File: src/rtl/uart_tx_arbiter.sv
// Round-robin packet arbiter of NUM_REQ byte requesters onto a single Tx FIFO write port.
// Grant is registered one cycle after a request; data bytes pass through with zero latency; full stalls everything.
module uart_tx_arbiter #(
    parameter int NUM_REQ   = 4,
    parameter int HEADER_EN = 1,
    parameter int TIMEOUT   = 255
) (
    input  logic                 clk,
    input  logic                 rst,
    input  logic [NUM_REQ-1:0]   req_valid,
    input  logic [8*NUM_REQ-1:0] req_data,
    input  logic [NUM_REQ-1:0]   req_last,
    output logic [NUM_REQ-1:0]   req_ready,
    output logic                 write,
    output logic [7:0]           wdata,
    input  logic                 full,
    output logic [NUM_REQ-1:0]   grant,
    output logic                 busy,
    output logic                 timeout_pulse
);
    localparam int OW = (NUM_REQ > 1) ? $clog2(NUM_REQ) : 1;
    localparam int TW = (TIMEOUT > 1) ? $clog2(TIMEOUT + 1) : 1;
    localparam logic [TW-1:0] STALL_LIM = TW'((TIMEOUT > 0) ? TIMEOUT - 1 : 0);
    localparam logic [OW-1:0] LAST_INIT = OW'(NUM_REQ - 1);

    typedef enum logic [1:0] {S_IDLE, S_HDR, S_XFER} state_t;

    state_t             r_state;
    logic [NUM_REQ-1:0] r_grant;
    logic [OW-1:0]      r_owner;
    logic [OW-1:0]      r_last_owner;
    logic [TW-1:0]      r_stall;
    logic               r_timeout;

    logic               w_any;
    logic [OW-1:0]      w_sel;
    logic [OW-1:0]      w_idx;
    logic               w_own_vld;
    logic               w_own_last;
    logic [7:0]         w_own_byte;
    logic               w_hdr_wr;
    logic               w_hs;

    // Search starts just past the previous owner so every requester gets a fair turn.
    always_comb begin
        w_any = 1'b0;
        w_sel = '0;
        w_idx = '0;
        for (int k = 1; k <= NUM_REQ; k++) begin
            if (int'(r_last_owner) + k >= NUM_REQ)
                w_idx = OW'(int'(r_last_owner) + k - NUM_REQ);
            else
                w_idx = OW'(int'(r_last_owner) + k);
            if (!w_any && req_valid[w_idx]) begin
                w_any = 1'b1;
                w_sel = w_idx;
            end
        end
    end

    always_comb begin
        w_own_vld  = 1'b0;
        w_own_last = 1'b0;
        w_own_byte = 8'h00;
        for (int i = 0; i < NUM_REQ; i++) begin
            if (r_grant[i]) begin
                w_own_vld  = req_valid[i];
                w_own_last = req_last[i];
                w_own_byte = req_data[8*i +: 8];
            end
        end
    end

    assign w_hdr_wr  = (r_state == S_HDR) && !full;
    assign w_hs      = (r_state == S_XFER) && w_own_vld && !full;
    assign req_ready = ((r_state == S_XFER) && !full) ? r_grant : '0;
    assign write     = w_hdr_wr || w_hs;
    assign grant     = r_grant;
    assign busy      = |r_grant;
    assign timeout_pulse = r_timeout;

    always_comb begin
        wdata = 8'h00;
        if (w_hdr_wr)
            wdata = 8'h30 + {{(8-OW){1'b0}}, r_owner};
        else if (w_hs)
            wdata = w_own_byte;
    end

    always_ff @(posedge clk or posedge rst) begin
        if (rst) begin
            r_state      <= S_IDLE;
            r_grant      <= '0;
            r_owner      <= '0;
            r_last_owner <= LAST_INIT;
            r_stall      <= '0;
            r_timeout    <= 1'b0;
        end else begin
            r_timeout <= 1'b0;
            case (r_state)
                S_IDLE: begin
                    if (w_any) begin
                        r_owner <= w_sel;
                        r_grant <= NUM_REQ'(1) << w_sel;
                        r_stall <= '0;
                        r_state <= (HEADER_EN != 0) ? S_HDR : S_XFER;
                    end
                end
                S_HDR: begin
                    if (!full) begin
                        r_stall <= '0;
                        r_state <= S_XFER;
                    end
                end
                S_XFER: begin
                    if (w_hs) begin
                        r_stall <= '0;
                        if (w_own_last) begin
                            r_grant      <= '0;
                            r_last_owner <= r_owner;
                            r_state      <= S_IDLE;
                        end
                    end else if (!w_own_vld && TIMEOUT > 0) begin
                        // Only a silent owner ages the timer; a blocked FIFO does not.
                        if (r_stall == STALL_LIM) begin
                            r_timeout    <= 1'b1;
                            r_grant      <= '0;
                            r_last_owner <= r_owner;
                            r_stall      <= '0;
                            r_state      <= S_IDLE;
                        end else begin
                            r_stall <= r_stall + TW'(1);
                        end
                    end
                end
                default: r_state <= S_IDLE;
            endcase
        end
    end
endmodule

File: config.mk
export PLATFORM = sky130hd
export DESIGN_NAME = uart_tx_arbiter
export DESIGN_NICKNAME = d
export VERILOG_FILES = /design/src/rtl/uart_tx_arbiter.sv
export SDC_FILE = /design/constraint.sdc
export NUM_CORES = 1
export LEC_CHECK = 0
export CAP_MARGIN = 0
export CORE_MARGIN = 2
export CORE_UTILIZATION = 43
export CTS_CLUSTER_DIAMETER = 40
export DETAILED_ROUTE_END_ITERATION = 7
export PLACE_DENSITY = 0.8
export SYNTH_ARGS = -nofsm -noshare
export SYNTH_HDL_FRONTEND = slang
export SYNTH_SLANG_ARGS = --single-unit
File: constraint.sdc
create_clock -name clk -period 2.5 [get_ports clk]
set_input_delay 0.25 -clock clk [delete_from_list [all_inputs] [get_ports clk]]
set_output_delay 0.25 -clock clk [all_outputs]
set_load 0.02 [all_outputs]
=== Word-level counts from Yosys, hierarchy flattened ===
Cells that the tools add are included.

* Add/subtract/negate cells: 10
* Multipliers: 0
* Div/mod/pow operators: 0
* Order comparisons: 8
* Eq/ne operators: 10
* Shifts and indexed selects: 1
* Mux-type cells: 62
* Bitwise gates (word level): 0
* Reduce and logical (&&, ||, !) cells: 22

{| class="wikitable"
|+ Operators with widths
! operator !! number
|-
| $mux 8 || 11
|-
| $mux 2 || 18
|-
| $mux 4 || 6
|-
| $pmux 8 s3 || 1
|-
| $mux 1 || 20
|-
| $lt 2x3->1 const B || 4
|-
| $reduce_and 5->1 || 2
|-
| $ge 3x3->1 const B || 3
|-
| $add 8x1->8 const B || 1
|-
| $bmux 1 s2 || 4
|-
| $eq 8x8->1 const B || 1
|-
| $pmux 4 s2 || 1
|-
| $reduce_and 4->1 || 2
|-
| $sub 2x1->2 const B || 4
|-
| $add 6x2->7 const A || 1
|-
| $logic_and 1x1->1 || 7
|-
| $add 2x2->3 const B || 2
|-
| $ne 2x2->1 const B || 3
|-
| $ne 3x3->1 const B || 2
|-
| $pmux 2 s3 || 1
|-
| $add 2x3->4 const B || 1
|-
| $ge 4x3->1 const B || 1
|-
| $logic_not 1->1 || 4
|-
| $reduce_bool 2->1 || 2
|-
| other kinds (11) || 11
|}

* Register bits after elaboration: 19
* Bits in latches: 0
* RAM bits: 0
* Bits in read-only memories: 0
* Bits of input ports: 43
* Output and inout bits: 19
* Word-level logic and storage cells: 119
* Memories kept: 0

=== Longest topological paths before layout ===
* Word-level depth: 18
* Mapped depth: 8
* Gate-level depth less buffers: 7

=== Worst setup path after synthesis ===
OpenSTA, ideal clock, no wires.

* Kind: register to output
* Start point: register r_grant[2], in the netlist grant[2]
* End point: output port wdata[0]
* Arrival time: 1.953 ns
* Data required time: 2.250 ns
* Path slack: 0.297 ns
* Stages on the path, launching flop included: 7
* Buffers on the path: 2
* Cell sequence: dfrtp_1 -> buf_6 -> nor3b_2 -> a211oi_2 -> buf_6 -> nand2_1 -> o32ai_1

* Word-level cells in the longest chain between the ends: 6
* Elaborated cells on any way between the ends: 8
* Classes of those cells: mux: 6; reduce/logical: 2

{| class="wikitable"
|+ Ends and longest elaborated chain
! item !! line !! text
|-
| from (decl) || 29 || <nowiki>logic [NUM_REQ-1:0] r_grant;</nowiki>
|-
| from (signal assigned) || 104 || <nowiki>r_grant <= NUM_REQ'(1) << w_sel;</nowiki>
|-
| $mux 1 (2 in a row) || 66 || <nowiki>if (r_grant[i]) begin</nowiki>
|-
| $logic_and 1x1->1 (2 in a row) || 75 || <nowiki>assign w_hs = (r_state == S_XFER) && w_own_vld && !full;</nowiki>
|-
| $mux 8 * || 86 || <nowiki>else if (w_hs)</nowiki>
|-
| $mux 8 * || 84 || <nowiki>if (w_hdr_wr)</nowiki>
|-
| to (decl) || 15 || <nowiki>output logic [7:0] wdata,</nowiki>
|}

Mark *: on every way between the ends. The rest lies on a longest branch, timed or not.

=== Final worst setup path ===
* Start point: register r_grant[2], in the netlist grant[2]
* End point: output port busy

* Word-level cells in the longest chain between the ends: 1

{| class="wikitable"
|+ Ends and longest elaborated chain
! item !! line !! text
|-
| $reduce_or 4->1 || 79 || <nowiki>assign busy = |r_grant;</nowiki>
|-
| to (decl) || 18 || <nowiki>output logic busy,</nowiki>
|}

No other way between the ends.

==> results_dict.tcl <==
set metrics [dict create \
    status "finished clean" \
    clock_tree.htree_level_count 1 \
    final_core_util_pct 68.82 \
    drv.max_cap_violation_count 0 \
    cp_data_required_time_ps 2250 \
    post-synth-top-area-cell "sky130_fd_sc_hd__dfrtp_1" \
    synth.distinct_cells 50 \
    cpMaxStageDelayCell "sky130_fd_sc_hd__clkdlybuf4s50_1" \
    totalNegativeSetupSlack_ps 0 \
    flow.area_growth_from_synthesis_pct 51.39 \
    timing.critical_path.fanout_max 8 \
    core_region_area_um2 3363 \
    netSwitchingFraction_pct 44.57 \
    drt-vias-per-instance 5.753 \
    cts-root-buf "sky130_fd_sc_hd__clkbuf_4" \
    worst_hold_path_type "in -> async" \
    cp_slowest_stage_delay_ps 540 \
    worst_slew_margin_rel_pct 52.14 \
    power.switching_uw 852.8 \
    design_power_total_mw 1.913 \
    fin_nets 291 \
    cts.path.max_buffers 2 \
    comb_power_share_pct 66.6 \
    post_synth_top_flop "sky130_fd_sc_hd__dfrtp_1" \
    max_clock_freq_mhz 420.3 \
    syn_nets 215 \
    finalWirelength_um 4774 \
    antenna_violations_before_repair 0 \
    final_hold_viol_count 0 \
    finalSetupViolations 0 \
    postSynthRegisterBits 19 \
    finalInstanceArea_um2 2315 \
    post_route_cells_drive_above_1_share_pct 17.55 \
    grt_first_pass_wirelength_um 7803 \
    power.density_nw_per_um2 826.6 \
    post_cts.repair.setup_buffers 0 \
    die-height_um 63.63 \
    routabilityCongestion 0.7974 \
    clkLatencyLatePin_ps 300 \
    pin_count_of_the_biggest_net_entering_global_routing 20 \
    syn-instance-count 170 \
    post_route_non_filler_standard_cell_count 291 \
    synth-async-reset-ratio_pct 100.0 \
    wire_per_inst_um 16.41 \
    synthDominantCellAreaShare_pct 27.82 \
    syn_area_um2 1529 \
    worst_slack_ps 120.7 \
    antenna_violating_nets_left 0 \
    detailedRoute.firstIterationViolations 90 \
    p_clk_share_pct 8.4 \
    cts_buffers 3 \
    synthesis.area_per_instance_um2 8.994 \
    insertedDiodeCount 0 \
    final_worst_hold_slack_ps 348.7 \
    drtPass1Iterations 4 \
    cts.hold.buffers_added 0 \
    final-max-slew-violation-count 0 \
    cp-start-kind "flip-flop" \
    top_level_ports 62 \
    ys_warn_count 0 \
    initial_utilization_pct 45.46 \
    floorplan_die_area_um2 4049 \
    num_rows 21 \
    numPlacedInstances 287 \
    dpl_worst_slack_ps -4.202 \
    timing.clock.skew_ps 4.443 \
    internal-power_mw 1.061 \
    tritoncts_clock_tree "built" \
    type_of_element_capturing_the_critical_path "output pin" \
    cts_sinks 19 \
    worstSetupPathType "reg -> out" \
    synth_edf_count 0 \
    rsz0062_at_grt "false" \
    logic_depth_of_the_worst_register_to_register_path 6 \
    number_of_global_route_vias_before_repair 1542 \
    dr_total_vias 1674 \
    grt_remaining_overflow 0 \
    tightestPinTransition_ps 717.2 \
    count_of_input_and_output_buffers 61 \
    clk_pin_slew_worst_paths_ps 110 \
    crit_path_cell_trace "buf_4 -> or2_1 -> or3_1 -> clkdlybuf4s50_1" \
    period_minus_slack_ps 2379 \
    postPlaceCellArea_um2 2288 \
    fp.dieW_um 63.63 \
    synth-seq-area-share_pct 31.26 \
    critPathArrivalTime_ps 2130 \
    track_usage_pct 24.00 \
    ys_top_cells_by_area "sky130_fd_sc_hd__dfrtp_1 28%, sky130_fd_sc_hd__a221oi_1 5.7%, sky130_fd_sc_hd__nor3_1 3.9%" \
    power.ir.vdd_worst_v 0.0005987 \
    min_period_over_period_pct 95.17 \
    hpwl_um 3840 \
    power_frac_seq_pct 25.0 \
    total_leakage_power_nw 0.9882 \
    remaining_drc_errors 0 \
]
-- layout by cell type (no fill, tap or decap), types with 2 or more instances in the layout --
cell	instances
sky130_fd_sc_hd__a211oi_2	2
sky130_fd_sc_hd__a21oi_1	10
sky130_fd_sc_hd__a221oi_1	10
sky130_fd_sc_hd__a32o_1	2
sky130_fd_sc_hd__and3_1	6
sky130_fd_sc_hd__buf_4	20
sky130_fd_sc_hd__clkbuf_4	3
sky130_fd_sc_hd__clkdlybuf4s50_1	52
sky130_fd_sc_hd__dfrtp_1	16
sky130_fd_sc_hd__dfstp_2	2
sky130_fd_sc_hd__dlygate4sd2_1	8
sky130_fd_sc_hd__ha_1	2
sky130_fd_sc_hd__inv_1	10
sky130_fd_sc_hd__mux2_2	2
sky130_fd_sc_hd__mux2_4	4
sky130_fd_sc_hd__nand2_1	7
sky130_fd_sc_hd__nand2b_1	5
sky130_fd_sc_hd__nand3_1	3
sky130_fd_sc_hd__nand3b_1	2
sky130_fd_sc_hd__nand4_1	2
sky130_fd_sc_hd__nor2_1	6
sky130_fd_sc_hd__nor2b_1	6
sky130_fd_sc_hd__nor3_1	12
sky130_fd_sc_hd__o2111ai_1	2
sky130_fd_sc_hd__o211ai_1	2
sky130_fd_sc_hd__o21ai_0	9
sky130_fd_sc_hd__o221ai_1	5
sky130_fd_sc_hd__o22ai_1	7
sky130_fd_sc_hd__o32ai_1	2
-- layout make-up --
type	count	area, um^2
Sequential cell	19	479.2
Multi-Input combinational cell	131	957.2
Tap cell	46	57.56
Fill cell	302	1049
Clock buffer	3	22.52
Inverter	10	37.54
Timing Repair Buffer	81	753.2
Clock inverter	1	7.507
-- synth_stat cells (2+ instances only) --
cell,n
sky130_fd_sc_hd__inv_1,10
sky130_fd_sc_hd__mux2_4,4
sky130_fd_sc_hd__nand2_1,7
sky130_fd_sc_hd__a21oi_1,10
sky130_fd_sc_hd__o221ai_1,5
sky130_fd_sc_hd__nand3_1,3
sky130_fd_sc_hd__a211oi_2,2
sky130_fd_sc_hd__nor2b_1,7
sky130_fd_sc_hd__o211ai_1,2
sky130_fd_sc_hd__ha_1,2
sky130_fd_sc_hd__o22ai_1,7
sky130_fd_sc_hd__nand4_1,2
sky130_fd_sc_hd__o21ai_0,9
sky130_fd_sc_hd__a32o_1,2
sky130_fd_sc_hd__and3_1,6
sky130_fd_sc_hd__clkbuf_1,3
sky130_fd_sc_hd__dfstp_2,2
sky130_fd_sc_hd__o2111ai_1,2
sky130_fd_sc_hd__dfrtp_1,17
sky130_fd_sc_hd__o32ai_1,2
sky130_fd_sc_hd__nor3_1,12
sky130_fd_sc_hd__nand2b_1,5
sky130_fd_sc_hd__nand3b_1,2
sky130_fd_sc_hd__buf_2,5
sky130_fd_sc_hd__nor2_1,6
sky130_fd_sc_hd__a221oi_1,10
sky130_fd_sc_hd__mux2_2,2
sky130_fd_sc_hd__buf_6,2
-- flip-flops by register name (all words and copies together), names as in the netlist --
register,cells
grant,4
r_owner,2
r_last_owner,2
r_stall,8
r_state,2
timeout_pulse,1
-- logic make-up after synthesis --
group | synth area share [%]
AO/OA/AOI/OAI | 30.44
flip-flops | 31.26
AND/OR/NAND/NOR | 23.08
adder cells (fa/ha/maj) | 1.636
multiplexers | 6.137
XOR/XNOR | 1.146
buffers and inverters | 6.301
-- path summary, 6_finish.rpt --
path / from / to / slack [ps]
worst min-delay path: rst / r_owner[1] / 350
worst max register to register: grant[3] / grant[1] / 310
worst min register to register: r_stall[7] / r_stall[7] / 540
max in group asynchronous: rst / grant[1] / 1660
min in group clk: r_stall[7] / r_stall[7] / 540
worst max-delay path: grant[2] / busy / 120
-- metal layers --
layer	wire length, um	track usage, %	vias to the layer above
met5	0	0	-
met4	34	4.076	0
met3	294	4.821	4
met2	2342	39.34	56
met1	2102	33.11	797
li1	-	-	817
-- power groups by stage --
stage,sequential (mW),combinational (mW),clock [mW]
after floorplan,0.484,0.831,0
after detailed placement,0.481,1.28,0
final,0.478,1.27,0.161
after global routing,0.492,1.38,0.180
after global placement,0.481,1.26,0
after CTS,0.475,1.27,0.165
-- critical path: cells and delay by family, from the launching register on --
| family | cells | cell delay (ps) |
|---|---|---|
| buf+inv | 2 | 720 |
| flops | 1 | 460 |
| simple gates | 2 | 640 |
-- repair_timing --
action,in CTS,in global routing
pin swaps,0,0
gates resized for setup,8,3
endpoints found under the setup margin,8,7
Power figures use the tool's default switching activity.
==> RTL change (same flow settings) <==
The 3 states of `state_t` get a one-hot encoding in 3 bits.
--- a/src/rtl/uart_tx_arbiter.sv
+++ b/src/rtl/uart_tx_arbiter.sv
@@ -24,5 +24,5 @@
     localparam logic [OW-1:0] LAST_INIT = OW'(NUM_REQ - 1);
 
-    typedef enum logic [1:0] {S_IDLE, S_HDR, S_XFER} state_t;
+    typedef enum logic [2:0] {S_IDLE = 3'b001, S_HDR = 3'b010, S_XFER = 3'b100} state_t;
 
     state_t             r_state;
Function: no difference found for any inputs over 10 cycles, from zero or initial values and one cycle with rst high; not proved beyond that.
==> RTL change against the unedited design <==
Sequential share of layout area is 1.0 points higher; routed wire length is 2.1% lower; area after synthesis is 2.2% higher; setup slack worse by 21 ps; clock skew is 2.4 ps higher; power is 6.9% higher; combinational power is 5% higher; sequential cell count is 1 higher; die area is 2.1% higher; final area is 0.32% higher; final cell count is 0.34% higher; via count is 3.8% lower; critical path type unchanged; largest cell class unchanged; largest power group unchanged; highest routed layer unchanged.
==> RTL change: results (changes against the unedited design) <==
outcome -> finished, final reports clean (unchanged)
Netlist cell types -> 53 (was 50)
clock skew -> 6.89 ps (was 4.44 ps)
compound-gate portion of the synthesized area -> 0.260 (was 0.304)
DPL Wire Length -> 3610 µm (was 3840 µm)
DR WL met3 -> 121 µm (was 294 µm)
syn_nets -> 216 (was 215)
Setup WS pre-CTS -> -143 ps (was -4.20 ps)
DR iter-0 viols -> 71 (was 90)
fraction of layout cells with a size suffix above 1 -> 0.183 (was 0.176)
Area contributors post-synth -> dfrtp_1, dfstp_2, a221oi_1 (was dfrtp_1, a221oi_1, nor3_1)
met1 usage -> 0.296 (was 0.331)
top cells by count, synth -> dfrtp_1, inv_1, nor2_1, o21ai_0, nor3_1 (was dfrtp_1, nor3_1, a21oi_1, a221oi_1, inv_1)
first-pass GRT wire length -> 7690 µm (was 7800 µm)
wire length on met2 -> 2440 µm (was 2340 µm)
DP Area -> 2280 µm² (was 2290 µm²)
fillers -> 298 (was 302)
WL/cell -> 16.0 µm (was 16.4 µm)
Arr. time, crit path -> 2150 ps (was 2130 ps)
layout net count -> 292 (was 291)
largest net degree at the start of global routing -> 21 (was 20)
post-synthesis adder-cell area fraction -> 0.0160 (was 0.0164)
Peak VDD IR -> 0.000494 V (was 0.000599 V)
GR Util met3 -> 0.0246 (was 0.0482)
clock slew at reported path FFs -> 120 ps
via count -> 1,610 (was 1,674)
pwr/cell area -> 881 nW/µm² (was 827 nW/µm²)
Synth Area per Inst -> 9.14 µm² (was 8.99 µm²)
GRT Util Overall -> 0.232 (was 0.240)
crit path max fanout -> 5 (was 8)
met2 usage -> 0.419 (was 0.393)
measured slew at the worst slew-check pin -> 784 ps (was 717 ps)
LEAKAGE -> 1.02 nW (was 0.988 nW)
wire length on met1 -> 2030 µm (was 2100 µm)
Synth Area in XOR/XNOR -> 0 (was 0.0115)
WL final -> 4670 µm (was 4770 µm)
global placer's final weighted congestion -> 0.809 (was 0.797)
## RTL change: changes by cell type after synthesis, sizes merged, moves of 3 or more
| cell | change |
|---|---|
| a211oi | -3 |
| o221ai | -3 |
| nor3 | -4 |
| a21oi | -6 |
| and2 | +4 |
| a22o | +5 |
| and3 | -3 |
| nor2 | +4 |
| mux2i | +3 |
## RTL change: path summary, 6_finish.rpt
check | start | endpoint | slack, ps | cells past startpoint
worst max-delay path | grant[3] | busy | 100 | 4
worst min-delay path | rst | grant[2] | 380 | 2
worst max register to register | grant[2] | r_last_owner[0] | 170 | 6
worst min register to register | r_owner[1] | r_last_owner[1] | 540 | 1
max in group asynchronous | rst | r_stall[0] | 1630 | 2
min in group clk | r_owner[1] | r_last_owner[1] | 540 | 1
## RTL change: repair_timing
item	4_1_cts	5_1_grt
hold buffers	0	0
setup endpoints to repair	8	2
gates cloned	0	0
resized for setup	10	2
## RTL change: cell families after synthesis
group | after synthesis
compound gates | 54
buf+inv | 21
flops | 20
simple gates | 65
mux | 9
fa+ha+maj | 2
## RTL change: power breakdown
group | leakage, nW | total [mW] | switching (mW) | internal [mW]
registers | 0.259 | 0.526 | 0.0933 | 0.432
logic | 0.740 | 1.33 | 0.663 | 0.667
clock network | 0.0210 | 0.189 | 0.101 | 0.0887
## RTL change: critical path, cell delays in order, from the launching register on
cell	delay [ps]
dfrtp_1	450
buf_4	170
or2_1	270
or3_2	410
clkdlybuf4s50_1	550
## RTL change: area by class of cell
class	count	area share
Multi-Input combinational cell	130	0.400
Timing Repair Buffer	81	0.325
Sequential cell	20	0.217
Tap cell	46	0.0248
Inverter	11	0.0178
Clock buffer	4	0.0156
